**config.mk**
```make
export PLATFORM = sky130hd
export DESIGN_NAME = fetch_stage_flat
export DESIGN_NICKNAME = d
export VERILOG_FILES = /design/src/rtl/fetch_stage_pkg.sv /design/src/rtl/fetch_stage_if.sv /design/src/rtl/fetch_stage_if_id_reg.sv /design/src/rtl/fetch_stage.sv /design/src/flat_wrapper.sv
export SDC_FILE = /design/constraint.sdc
export NUM_CORES = 1
export LEC_CHECK = 0
export ABC_CLOCK_PERIOD_IN_PS = 11000
export BUFFER_PORTS_ARGS = -buffer_cell sky130_fd_sc_hd__buf_4
export CORE_MARGIN = 2
export CORE_UTILIZATION = 40
export CTS_CLUSTER_DIAMETER = 60
export DETAILED_ROUTE_END_ITERATION = 8
export SLEW_MARGIN = 0
export SYNTH_ARGS = -nofsm -noshare
export SYNTH_HDL_FRONTEND = slang
export SYNTH_SLANG_ARGS = --single-unit
```
**constraint.sdc**
```tcl
create_clock -name CLK -period 11 [get_ports CLK]
set_input_delay 0.55 -clock CLK [delete_from_list [all_inputs] [get_ports CLK]]
set_output_delay 0.55 -clock CLK [all_outputs]
set_load 0.05 [all_outputs]
```
**src/rtl/fetch_stage_pkg.sv**
```systemverilog
// Shared pipeline definitions: datapath width, bubble encoding and fetch FSM states.
package rv_pipe_pkg;

    localparam int XLEN = 32;
    localparam logic [XLEN-1:0] NOP_INSTR = 32'h0000_0013;

    typedef enum logic [1:0] {
        FETCH = 2'd0,
        HOLD  = 2'd1,
        DRAIN = 2'd2
    } fetch_state_t;

endpackage

```
**src/rtl/fetch_stage_if.sv**
```systemverilog
// Bundle of pipeline control, instruction-memory handshake and IF/ID outputs of the fetch stage.
interface fetch_stage_if;
    import rv_pipe_pkg::*;

    logic            STALL;
    logic            BUSY_WAIT;
    logic            BRANCH_TAKEN;
    logic [XLEN-1:0] BRANCH_TARGET;
    logic            IMEM_BUSY_WAIT;
    logic [XLEN-1:0] IMEM_RDATA;
    logic            IMEM_READ;
    logic [XLEN-1:0] IMEM_ADDR;
    logic [XLEN-1:0] INSTR_OUT;
    logic [XLEN-1:0] PC_OUT;
    logic [XLEN-1:0] PC_INCREMENT4_OUT;
    logic            VALID_OUT;

    modport master (
        input  STALL, BUSY_WAIT, BRANCH_TAKEN, BRANCH_TARGET, IMEM_BUSY_WAIT, IMEM_RDATA,
        output IMEM_READ, IMEM_ADDR, INSTR_OUT, PC_OUT, PC_INCREMENT4_OUT, VALID_OUT
    );

    modport slave (
        output STALL, BUSY_WAIT, BRANCH_TAKEN, BRANCH_TARGET, IMEM_BUSY_WAIT, IMEM_RDATA,
        input  IMEM_READ, IMEM_ADDR, INSTR_OUT, PC_OUT, PC_INCREMENT4_OUT, VALID_OUT
    );

endinterface

```
**src/rtl/fetch_stage_if_id_reg.sv**
```systemverilog
// IF/ID pipeline register: bubble takes priority over load, otherwise contents hold.
module if_id_reg #(
    parameter logic [31:0] NOP_INSTR = 32'h0000_0013
) (
    input  logic        clk,
    input  logic        rst,
    input  logic        load,
    input  logic        bubble,
    input  logic [31:0] d_instr,
    input  logic [31:0] d_pc,
    output logic [31:0] instr,
    output logic [31:0] pc,
    output logic [31:0] pc_plus4,
    output logic        valid
);
    import rv_pipe_pkg::*;

    logic [XLEN-1:0] instr_reg;
    logic [XLEN-1:0] pc_reg;
    logic [XLEN-1:0] pc_plus4_reg;
    logic            valid_reg;

    always_ff @(posedge clk or posedge rst) begin
        if (rst) begin
            instr_reg    <= NOP_INSTR;
            pc_reg       <= '0;
            pc_plus4_reg <= '0;
            valid_reg    <= 1'b0;
        end else if (bubble) begin
            instr_reg    <= NOP_INSTR;
            pc_reg       <= '0;
            pc_plus4_reg <= '0;
            valid_reg    <= 1'b0;
        end else if (load) begin
            instr_reg    <= d_instr;
            pc_reg       <= d_pc;
            pc_plus4_reg <= d_pc + 32'd4;
            valid_reg    <= 1'b1;
        end
    end

    assign instr    = instr_reg;
    assign pc       = pc_reg;
    assign pc_plus4 = pc_plus4_reg;
    assign valid    = valid_reg;

endmodule

```
**src/rtl/fetch_stage.sv**
```systemverilog
// Instruction fetch: PC generation, busy-wait imem handshake with a one-entry skid buffer,
// redirect draining, and the IF/ID register feeding decode.
module fetch_stage #(
    parameter logic [31:0] RESET_PC  = 32'h0000_0000,
    parameter logic [31:0] NOP_INSTR = rv_pipe_pkg::NOP_INSTR
) (
    input  logic          CLK,
    input  logic          RESET,
    fetch_stage_if.master bus
);
    import rv_pipe_pkg::*;

    fetch_state_t    state_reg, state_next;
    logic [XLEN-1:0] pc_reg, pc_next;
    logic [XLEN-1:0] pend_reg, pend_next;
    logic [XLEN-1:0] buf_instr_reg, buf_instr_next;
    logic [XLEN-1:0] buf_pc_reg, buf_pc_next;

    logic            imem_read;
    logic            complete;
    logic            advance;
    logic            redirect;
    logic [XLEN-1:0] target;
    logic [XLEN-1:0] pc_plus4;
    logic            load_fetch;
    logic            load_buf;
    logic            bubble;
    logic [XLEN-1:0] d_instr;
    logic [XLEN-1:0] d_pc;

    assign imem_read = !RESET && (state_reg != HOLD);
    assign complete  = imem_read && !bus.IMEM_BUSY_WAIT;
    assign advance   = !bus.STALL && !bus.BUSY_WAIT;
    // A flush from EX beats a load-use stall, but not a data-memory wait.
    assign redirect  = bus.BRANCH_TAKEN && !bus.BUSY_WAIT;
    assign target    = bus.BRANCH_TARGET & ~32'd3;
    assign pc_plus4  = pc_reg + 32'd4;

    always_comb begin
        state_next     = state_reg;
        pc_next        = pc_reg;
        pend_next      = pend_reg;
        buf_instr_next = buf_instr_reg;
        buf_pc_next    = buf_pc_reg;
        load_fetch     = 1'b0;
        load_buf       = 1'b0;
        bubble         = 1'b0;
        case (state_reg)
            FETCH: begin
                if (complete) begin
                    if (redirect) begin
                        bubble  = 1'b1;
                        pc_next = target;
                    end else if (advance) begin
                        load_fetch = 1'b1;
                        pc_next    = pc_plus4;
                    end else begin
                        buf_instr_next = bus.IMEM_RDATA;
                        buf_pc_next    = pc_reg;
                        pc_next        = pc_plus4;
                        state_next     = HOLD;
                    end
                end else if (redirect) begin
                    bubble     = 1'b1;
                    pend_next  = target;
                    state_next = DRAIN;
                end else if (advance) begin
                    bubble = 1'b1;
                end
            end
            HOLD: begin
                if (redirect) begin
                    bubble     = 1'b1;
                    pc_next    = target;
                    state_next = FETCH;
                end else if (advance) begin
                    load_buf   = 1'b1;
                    state_next = FETCH;
                end
            end
            DRAIN: begin
                if (redirect) begin
                    pend_next = target;
                end
                bubble = redirect || advance;
                // The stale response is dropped; the newest redirect address wins.
                if (complete) begin
                    pc_next    = redirect ? target : pend_reg;
                    state_next = FETCH;
                end
            end
            default: begin
                state_next = FETCH;
            end
        endcase
    end

    always_ff @(posedge CLK or posedge RESET) begin
        if (RESET) begin
            state_reg     <= FETCH;
            pc_reg        <= RESET_PC;
            pend_reg      <= '0;
            buf_instr_reg <= NOP_INSTR;
            buf_pc_reg    <= '0;
        end else begin
            state_reg     <= state_next;
            pc_reg        <= pc_next;
            pend_reg      <= pend_next;
            buf_instr_reg <= buf_instr_next;
            buf_pc_reg    <= buf_pc_next;
        end
    end

    assign d_instr = load_buf ? buf_instr_reg : bus.IMEM_RDATA;
    assign d_pc    = load_buf ? buf_pc_reg    : pc_reg;

    if_id_reg #(
        .NOP_INSTR (NOP_INSTR)
    ) u_if_id_reg (
        .clk      (CLK),
        .rst      (RESET),
        .load     (load_fetch || load_buf),
        .bubble   (bubble),
        .d_instr  (d_instr),
        .d_pc     (d_pc),
        .instr    (bus.INSTR_OUT),
        .pc       (bus.PC_OUT),
        .pc_plus4 (bus.PC_INCREMENT4_OUT),
        .valid    (bus.VALID_OUT)
    );

    assign bus.IMEM_READ = imem_read;
    assign bus.IMEM_ADDR = pc_reg;

endmodule

```
**src/flat_wrapper.sv**
```systemverilog
// flat-port wrapper written by rule: the top's interface ports become plain ports
module fetch_stage_flat import rv_pipe_pkg::*;
#(
    parameter logic [31:0] RESET_PC  = 32'h0000_0000,
    parameter logic [31:0] NOP_INSTR = rv_pipe_pkg::NOP_INSTR
)
  (CLK, RESET, bus_STALL, bus_BUSY_WAIT, bus_BRANCH_TAKEN, bus_BRANCH_TARGET, bus_IMEM_BUSY_WAIT, bus_IMEM_RDATA, bus_IMEM_READ, bus_IMEM_ADDR, bus_INSTR_OUT, bus_PC_OUT, bus_PC_INCREMENT4_OUT, bus_VALID_OUT);
  fetch_stage_if bus_i ();
  input  logic CLK;
  input  logic RESET;
  input wire logic [$bits(bus_i.STALL)-1:0] bus_STALL;
  input wire logic [$bits(bus_i.BUSY_WAIT)-1:0] bus_BUSY_WAIT;
  input wire logic [$bits(bus_i.BRANCH_TAKEN)-1:0] bus_BRANCH_TAKEN;
  input wire logic [$bits(bus_i.BRANCH_TARGET)-1:0] bus_BRANCH_TARGET;
  input wire logic [$bits(bus_i.IMEM_BUSY_WAIT)-1:0] bus_IMEM_BUSY_WAIT;
  input wire logic [$bits(bus_i.IMEM_RDATA)-1:0] bus_IMEM_RDATA;
  output wire logic [$bits(bus_i.IMEM_READ)-1:0] bus_IMEM_READ;
  output wire logic [$bits(bus_i.IMEM_ADDR)-1:0] bus_IMEM_ADDR;
  output wire logic [$bits(bus_i.INSTR_OUT)-1:0] bus_INSTR_OUT;
  output wire logic [$bits(bus_i.PC_OUT)-1:0] bus_PC_OUT;
  output wire logic [$bits(bus_i.PC_INCREMENT4_OUT)-1:0] bus_PC_INCREMENT4_OUT;
  output wire logic [$bits(bus_i.VALID_OUT)-1:0] bus_VALID_OUT;
  assign bus_i.STALL = bus_STALL;
  assign bus_i.BUSY_WAIT = bus_BUSY_WAIT;
  assign bus_i.BRANCH_TAKEN = bus_BRANCH_TAKEN;
  assign bus_i.BRANCH_TARGET = bus_BRANCH_TARGET;
  assign bus_i.IMEM_BUSY_WAIT = bus_IMEM_BUSY_WAIT;
  assign bus_i.IMEM_RDATA = bus_IMEM_RDATA;
  assign bus_IMEM_READ = bus_i.IMEM_READ;
  assign bus_IMEM_ADDR = bus_i.IMEM_ADDR;
  assign bus_INSTR_OUT = bus_i.INSTR_OUT;
  assign bus_PC_OUT = bus_i.PC_OUT;
  assign bus_PC_INCREMENT4_OUT = bus_i.PC_INCREMENT4_OUT;
  assign bus_VALID_OUT = bus_i.VALID_OUT;
  fetch_stage #(.RESET_PC(RESET_PC), .NOP_INSTR(NOP_INSTR)) u_core (.CLK(CLK), .RESET(RESET), .bus(bus_i));
endmodule
```
==> impl_metrics.toml <==
[finish]
nets = 1466
n_antenna_cell = 0
stdcell_area_um2 = 14800
drive_above_1_share_pct = 27.4
area_delta_synth_final_pct = 21.7

[worst_setup_path]
reg2reg_slack_ps = 6660
crit_required_ps = 11460
path_buf_inv = 3
crit_path_start_kind = "flop"
crit_path_end_kind = "flop"
r2r-start = "u_core.state_reg[1]$_DFFE_PP0P_"
worstSetupPathType = "reg2reg"
reg2reg_to = "u_core.u_if_id_reg.pc_plus4[26]$_DFFE_PP0P_"
max_stage_delay_ps = 760
r2r_cells = 12
crit_chain = "inv_1, ha_1, buf_4, or4b_4, mux2i_1, inv_1, ha_1, nand3_1, or4_1, o31a_1, or4_1, a31oi_1"
cp_max_fo = 38
arrival_ps = 4800
crit_family = "simple AND/OR/NAND/NOR gates"
cpMaxStageDelayCell = "or4b_4"

[grt]
grt_use_met2_pct = 33.9
antenna_found_initial = 0
grt-busiest-layer = "met1"
grt_pass1_wl_mm = 57.6
grt_usage_pct = 22.9
grt_pass1_vias = 9931
use_met3_pct = 3.26
grtUsageMet1_pct = 35.4
gr-total-overflow = 0
grt_max_degree = 111

[min_path]
hold_path.class = "in2async"

[synth]
synthArstFlopShare_pct = 100
syn_nets = 1340
synthTopCellsByArea = "dfrtp_1 (45%), mux2_2 (9.1%), nand2_1 (5.1%), nor2_1 (3.5%), clkbuf_1 (2.8%)"
synth_edf_count = 0
synthAdderAreaFrac_pct = 0.619
synth_ff_type = "dfrtp_1"
synth_top_area_share_pct = 45.2
synth_area_per_cell_um2 = 9.59
yosys.area_share.simple_pct = 17.9
yosys_warnings = 0
synthXorXnorAreaFrac_pct = 1.44
synth_area_leader_cell = "dfrtp_1"
syn_area_um2 = 12100
syn_inst = 1264
synth_most_common_cell = "dfrtp_1"
synth_top_family_by_area = "compound AO/OA/AOI/OAI gates"
yosysUniqueCellTypes = 77
synth_mux_area_share_pct = 10.9
synth-seq-area-share_pct = 46.5
synth_compound_area_share_pct = 18.1
synthTopCellsByCount = "dfrtp_1 (219), nand2_1 (166), nor2_1 (113)"
synth-seq-cells = 225

[routing]
final_antenna_net_count = 0
first_iter_violations = 874
finalWirelength_mm = 36.7
firstDrtPassIters = 5
avgViaCountPerCell = 5.94
wire_per_inst_um = 20.4
vias = 10702
drc = 0

[clocking]
clk_path_buf_depth = 3
cts_setup_buffers = 0
cts_hold_buffers = 0
clock-sinks = 225
cts_resized = 0
root_buffer = "clkbuf_16"
h-tree-depth = 1
cts_tree = "done"
cts-buffers-inserted = 28
insertion_delay_ps = 540
clkTransAtPathRegs_ps = 60

[place]
pre_cts_slack_ps = 6670
gp_congestion = 0.828
post_dp_cell_area_um2 = 13800
dp.final_hpwl_mm = 24.2
io_buffers = 197

[power_and_ir_drop]
pwr_density_cell_nw_per_um2 = 335
power_mw = 4.94
p_leak_nw = 6.33
vdd_drop_max_uv = 176

[floorplanning]
die_y_um = 178
dieArea_um2 = 31700
core-area_um2 = 29700
rows = 63
initial_core_util_pct = 40.8
die_x_um = 178
ios = 200

[sta]
fin_worst_hold_slack_ps = 112
setup_viol = 0
fmax_mhz = 230
slew_viol_final = 0
fin_tns_setup_ps = 0
finalCritPeriodShare_pct = 39.5
slew_headroom_pct = 25.2
min_period_ps = 4340
hold_viol = 0
finalWorstSetupSlack_ps = 6660
worst_pin_slew_ps = 1120
skew_ps = 16.9
rsz0062_at_grt = "false"

[job]
maxCapViolCount = 0

[outcome]
status = "completed"
-- cells in the final DEF, fill, tap and decap left out, types with 5 or more instances in the layout --
cell type,instances
a22oi_1,13
ha_1,6
o31a_1,7
and2_1,5
clkbuf_8,6
o21a_1,5
a31oi_1,6
o31ai_1,11
mux2i_1,22
or4_1,8
clkbuf_16,28
a21oi_1,54
inv_1,14
o22ai_1,12
nand2_1,166
xnor2_1,12
mux2_2,98
buf_4,214
nor3_1,23
a221o_1,5
clkinv_2,6
and4_1,6
xor2_1,8
a22o_1,9
and3_1,6
nor4_1,16
o211ai_1,12
o21ai_0,30
dfrtp_1,219
or3_1,11
nor2_1,113
or2_2,5
a211oi_1,19
a311oi_1,37
nand4_1,31
nand3_1,43
dfstp_2,6
o32ai_1,7
a221oi_1,20
-- metal layers --
layer	vias up	part of all wire, %
li1	4961	-
met1	5273	47
met2	424	44
met3	44	7.0
met4	0	1.9
met5	-	0
-- power by group --
group | leakage (nW) | total, mW | switching, mW | internal (mW)
Clock | 0.481 | 0.950 | 0.370 | 0.580
Combinational | 2.99 | 2.41 | 1.56 | 0.849
Sequential | 2.86 | 1.58 | 0.383 | 1.20
Total | 6.33 | 4.94 | 2.32 | 2.63
-- kinds of logic (layout without fill, tap and decap cells) --
family,Yosys count,count (layout)
buf+inv,135,282
mux,120,120
simple gates,459,459
compound gates,299,299
fa+ha+maj,6,6
flops,225,225
xor+xnor,20,20
-- layout make-up --
| class | instances | area, um2 |
|---|---|---|
| clock buffer | 36 | 791 |
| clock inverter | 15 | 179 |
| fill | 2784 | 15000 |
| inverter | 17 | 71.3 |
| multi-input combinational | 904 | 5980 |
| sequential | 225 | 5640 |
| tap | 390 | 488 |
| timing repair buffer | 214 | 1610 |
-- through the flow --
| stage | util [%] | instances |
|---|---|---|
| floorplan | - | 1264 |
| global placement | 46.4 | 1750 |
| detailed placement | 46.4 | 1750 |
| CTS | 49.7 | 1801 |
| global route | 49.7 | 1801 |
| finish | 49.7 | 1801 |
-- how the worst max path moves through the flow --
stage                                    startpoint                                           to  cells past startpoint  slack, ps
global route        u_core.state_reg[1]$_DFFE_PP0P_  u_core.u_if_id_reg.pc_plus4[26]$_DFFE_PP0P_                     12       6410
detailed placement  u_core.state_reg[1]$_DFFE_PP0P_  u_core.u_if_id_reg.pc_plus4[26]$_DFFE_PP0P_                     12       6670
global placement    u_core.state_reg[1]$_DFFE_PP0P_  u_core.u_if_id_reg.pc_plus4[26]$_DFFE_PP0P_                     12       6760
finish              u_core.state_reg[1]$_DFFE_PP0P_  u_core.u_if_id_reg.pc_plus4[26]$_DFFE_PP0P_                     12       6660
CTS                 u_core.state_reg[1]$_DFFE_PP0P_  u_core.u_if_id_reg.pc_plus4[26]$_DFFE_PP0P_                     12       6670
floorplan                                     RESET         u_core.buf_instr_reg[10]$_DFFE_PP0P_                      1       4300
No activity file was read; power rests on OpenSTA's default activity.
